--- src/rtl/mux_rr_stream.sv ---
// N-channel valid/ready stream mux: static-select or round-robin grant feeding
// one registered output stage with full backpressure.
module mux_rr_stream #(
    parameter int N    = 4,
    parameter int W    = 8,
    parameter int SELW = $clog2(N)
) (
    input  logic            clk,
    input  logic            rst_n,
    input  logic            mode,
    input  logic [SELW-1:0] sel,
    input  logic [N*W-1:0]  in_data,
    input  logic [N-1:0]    in_valid,
    output logic [N-1:0]    in_ready,
    output logic [W-1:0]    out_data,
    output logic            out_valid,
    output logic [SELW-1:0] out_ch,
    input  logic            out_ready
);
    localparam logic [SELW:0] NUM = N[SELW:0];

    logic [N-1:0][W-1:0] ch_data;
    logic [SELW-1:0]     ptr;

    for (genvar k = 0; k < N; k++) begin : g_unpack
        assign ch_data[k] = in_data[k*W +: W];
    end

    // Round-robin: rotate the valid vector so bit 0 is channel ptr, then take
    // the lowest set bit and map the offset back to a channel index.
    logic [2*N-1:0]  vld_dbl;
    logic [N-1:0]    vld_rot;
    logic [SELW:0]   rr_off;
    logic [SELW:0]   rr_sum;
    logic [SELW-1:0] rr_g;
    logic            rr_hit;

    assign vld_dbl = {in_valid, in_valid};
    assign vld_rot = N'(vld_dbl >> ptr);

    always_comb begin
        rr_hit = 1'b0;
        rr_off = '0;
        for (int i = N-1; i >= 0; i--) begin
            if (vld_rot[i]) begin
                rr_hit = 1'b1;
                rr_off = i[SELW:0];
            end
        end
    end

    assign rr_sum = {1'b0, ptr} + rr_off;
    assign rr_g   = (rr_sum >= NUM) ? SELW'(rr_sum - NUM) : rr_sum[SELW-1:0];

    // Static select: out-of-range indices never grant.
    logic [N-1:0] st_vld;
    logic         st_hit;

    assign st_vld = in_valid >> sel;
    assign st_hit = ({1'b0, sel} < NUM) && st_vld[0];

    logic            hit;
    logic [SELW-1:0] g;
    logic            load_en;
    logic            xfer;

    assign hit     = mode ? rr_hit : st_hit;
    assign g       = mode ? rr_g : sel;
    assign load_en = !out_valid || out_ready;
    assign xfer    = hit && load_en && rst_n;

    assign in_ready = xfer ? (N'(1) << g) : '0;

    always_ff @(posedge clk or negedge rst_n) begin
        if (!rst_n) begin
            out_valid <= 1'b0;
            out_data  <= '0;
            out_ch    <= '0;
            ptr       <= '0;
        end else if (load_en) begin
            if (hit) begin
                out_valid <= 1'b1;
                out_data  <= ch_data[g];
                out_ch    <= g;
                if (mode) begin
                    ptr <= ({1'b0, g} == NUM - 1'b1) ? '0 : g + 1'b1;
                end
            end else begin
                out_valid <= 1'b0;
            end
        end
    end
endmodule

--- config.mk ---
export PLATFORM = sky130hd
export DESIGN_NAME = mux_rr_stream
export DESIGN_NICKNAME = d
export VERILOG_FILES = /design/src/rtl/mux_rr_stream.sv
export SDC_FILE = /design/constraint.sdc
export NUM_CORES = 1
export LEC_CHECK = 0
export CORE_UTILIZATION = 43
export CTS_BUF_LIST = sky130_fd_sc_hd__clkbuf_4 sky130_fd_sc_hd__clkbuf_8
export CTS_CLUSTER_SIZE = 30
export DETAILED_ROUTE_END_ITERATION = 16
export HOLD_SLACK_MARGIN = 0.03
export PLACE_DENSITY = 0.88
export SLEW_MARGIN = 20
export SYNTH_ARGS = -nofsm -noshare
export SYNTH_HDL_FRONTEND = slang
export SYNTH_SLANG_ARGS = --single-unit
--- constraint.sdc ---
create_clock -name clk -period 8.79 [get_ports clk]
set_input_delay 1.758 -clock clk [delete_from_list [all_inputs] [get_ports clk]]
set_output_delay 1.758 -clock clk [all_outputs]
set_load 0.1 [all_outputs]
==> flow_summary.yaml <==
sta:
  slew_violations: 0
  rsz0062_at_grt: "false"
  skew_ps: 3.60
  hold_slack_ps: 485
  setup_viol: 0
  max_slew_margin: 0.339
  period_minus_slack_ps: 7200
  timing.final.crit_share: 0.819
  finalHoldViolCount: 0
  setup_ws_ps: 1590
  fmax_mhz: 139
  fin_setup_tns_ps: 0
  worstMarginPinSlew_ps: 988
cts:
  clockBufferDepth: 2
  post_cts_buffers: 0
  cts_sinks: 13
  clkLatencyLatePin_ps: 270
  numCtsBuffers: 3
  path_clk_slew_ps: 80
  holdBufCountCts: 0
  h-tree-depth: 1
  clockRootBuffer: "clkbuf_4"
  tritoncts: "yes"
  cts-resized-gates: 0
worst_setup_path:
  rr_worst_depth: 12
  required_ps: 7030
  rr_startpoint: "ptr[1]"
  r2r_setup_slack_ps: 5680
  r2r_end: "ptr[1]"
  critPathMaxFanout: 20
  crit_path_end: "in_ready[0]"
  crit_start: "in_valid[0]"
  cp-end-kind: "output port"
  worstSetupPathType: "in -> out"
  critPathLaunchType: "input port"
  worstPathArrival_ps: 5450
global_route:
  grt_pass1_vias: 1024
  antenna_found_initial: 0
  grt_max_degree: 30
  grt_pass1_wl_mm: 4.73
  grt_use_total: 0.242
  grt_overflow: 0
logic_synthesis:
  ys_warn_count: 0
  ys_types: 32
  synth_area_leaders: "dfrtp_1, mux2i_1, a221o_1"
  synth_nets: 161
  synth_top_area_frac: 0.314
  syn_inst: 116
  synth_top_area_cell: "dfrtp_1"
  syn_avg_cell_area_sq_um: 8.93
  synth-seq-cells: 13
  yosysSeqAreaShare: 0.314
  syn_area_sq_um: 1040
drt:
  wl_per_cell_microns: 15.0
  drc: 0
  viasPerCell: 5.67
  vias: 1123
  first_pass_iters: 4
  ant_nets: 0
  drtIter0Drc: 26
  wirelength_mm: 2.97
placement:
  portBuffers: 56
  dpl.hpwl_mm: 2.21
  dpl-instance-area_sq_um: 1610
  dp_slack_ps: 1670
  place_congestion: 0.792
worst_hold_path:
  hold_path_class: "reg -> reg"
power_and_ir_drop:
  power_density_nw_per_um2: 333
  leakage_nw: 0.701
  ir_drop_uv: 283
die:
  rows: 17
  die_w_microns: 51.1
  chipHeight_microns: 51.1
  fp.coreArea_sq_um: 2230
  start_util: 0.464
  dieArea_sq_um: 2610
  ios: 57
layout:
  num_antenna_cells: 0
  layout.cells.most_common: "clkdlybuf4s50_1"
  filler_cell_count: 178
  most-common-layout-cells: "clkdlybuf4s50_1, mux2i_1, dfrtp_1, nor2_1"
  area_delta_synth_final_pct: 58.2
  finish.instance_area_sq_um: 1640
  drive_gt1_frac: 0.0765
  final_net_count: 216
run:
  drv_cap: 0
run_status:
  status: "finished clean"
[per-layer routing]
metal / share of wire / global-route usage
met1: 0.39 / 0.297
met3: 0.058 / 0.0476
met5: 0 / 0
met4: 0.012 / 0.0556
met2: 0.54 / 0.432
[layout make-up]
class / instances / area [sq um] / share of cell area
Multi-Input combinational cell: 92 / 663 / 0.405
Timing Repair Buffer: 59 / 578 / 0.353
Sequential cell: 13 / 325 / 0.198
Tap cell: 28 / 35.0 / 0.0214
Clock buffer: 4 / 30.0 / 0.0183
Inverter: 2 / 7.51 / 0.00458
[cells in the mapped netlist]
cell / instances
mux2i_1: 18
dfrtp_1: 13
nor2_1: 12
nand2_1: 9
nor3_1: 9
a221o_1: 8
a21oi_1: 5
nor2b_1: 5
buf_2: 4
ha_1: 3
nor4_1: 3
and3_1: 2
buf_1: 2
inv_1: 2
nand2b_1: 2
o21ai_1: 2
or3b_1: 2
a31oi_1: 1
buf_4: 1
buf_6: 1
clkbuf_1: 1
mux2_2: 1
mux4_2: 1
nand3b_1: 1
nor3b_1: 1
o21a_1: 1
o21ai_0: 1
o22ai_1: 1
o31ai_1: 1
or2_1: 1
or4_1: 1
xnor2_1: 1
[metrics by stage]
| stage | utilization | cells | power [mW] |
|---|---|---|---|
| after floorplan | - | 116 | 0.408 |
| after global placement | 0.720 | 194 | 0.494 |
| after detailed placement | 0.720 | 194 | 0.502 |
| after CTS | 0.734 | 198 | 0.546 |
| after global routing | 0.734 | 198 | 0.571 |
| final | 0.734 | 198 | 0.546 |
[where the power goes]
part | leakage (nW) | internal, mW | switching [mW]
combinational | 0.526 | 0.126 | 0.272
sequential | 0.157 | 0.0860 | 0.0225
clock | 0.0184 | 0.0207 | 0.0193
total | 0.701 | 0.232 | 0.314
[state kept, by name, indices dropped and copies added, names as in the netlist]
signal / flops
out_data: 8
out_ch: 2
ptr: 2
out_valid: 1
[how the worst min path moves through the flow]
stage               from   endpoint  slack, ps  cells after the start
2_1_floorplan     ptr[0]     ptr[0]        550                      2
3_3_place_gp   out_ch[1]  out_ch[1]        460                      2
3_5_place_dp   out_ch[1]  out_ch[1]        470                      2
4_1_cts        out_ch[1]  out_ch[1]        480                      2
5_1_grt        out_ch[1]  out_ch[1]        510                      2
6_report       out_ch[1]  out_ch[1]        490                      2
[critical path: stages]
cell and delay (ps):
clkdlybuf4s50_1 540, nor2b_1 210, a21oi_1 170, nor2_1 60, a21oi_1 170, a21oi_1 100, ha_1 310, mux2i_2 150
buf_4 330, inv_1 120, nor4_1 310, clkdlybuf4s50_1 1200
[logic make-up (layout without fill, tap and decap cells)]
family,after synthesis,count (layout),synth area share
XOR/XNOR,1,1,0.00846
buffers and inverters,11,65,0.0556
multiplexers,20,20,0.207
flip-flops,13,13,0.314
AO/OA/AOI/OAI,20,20,0.143
adder cells (fa/ha/maj),3,3,0.0362
AND/OR/NAND/NOR,48,48,0.237
(Power assumes the default switching activity.)
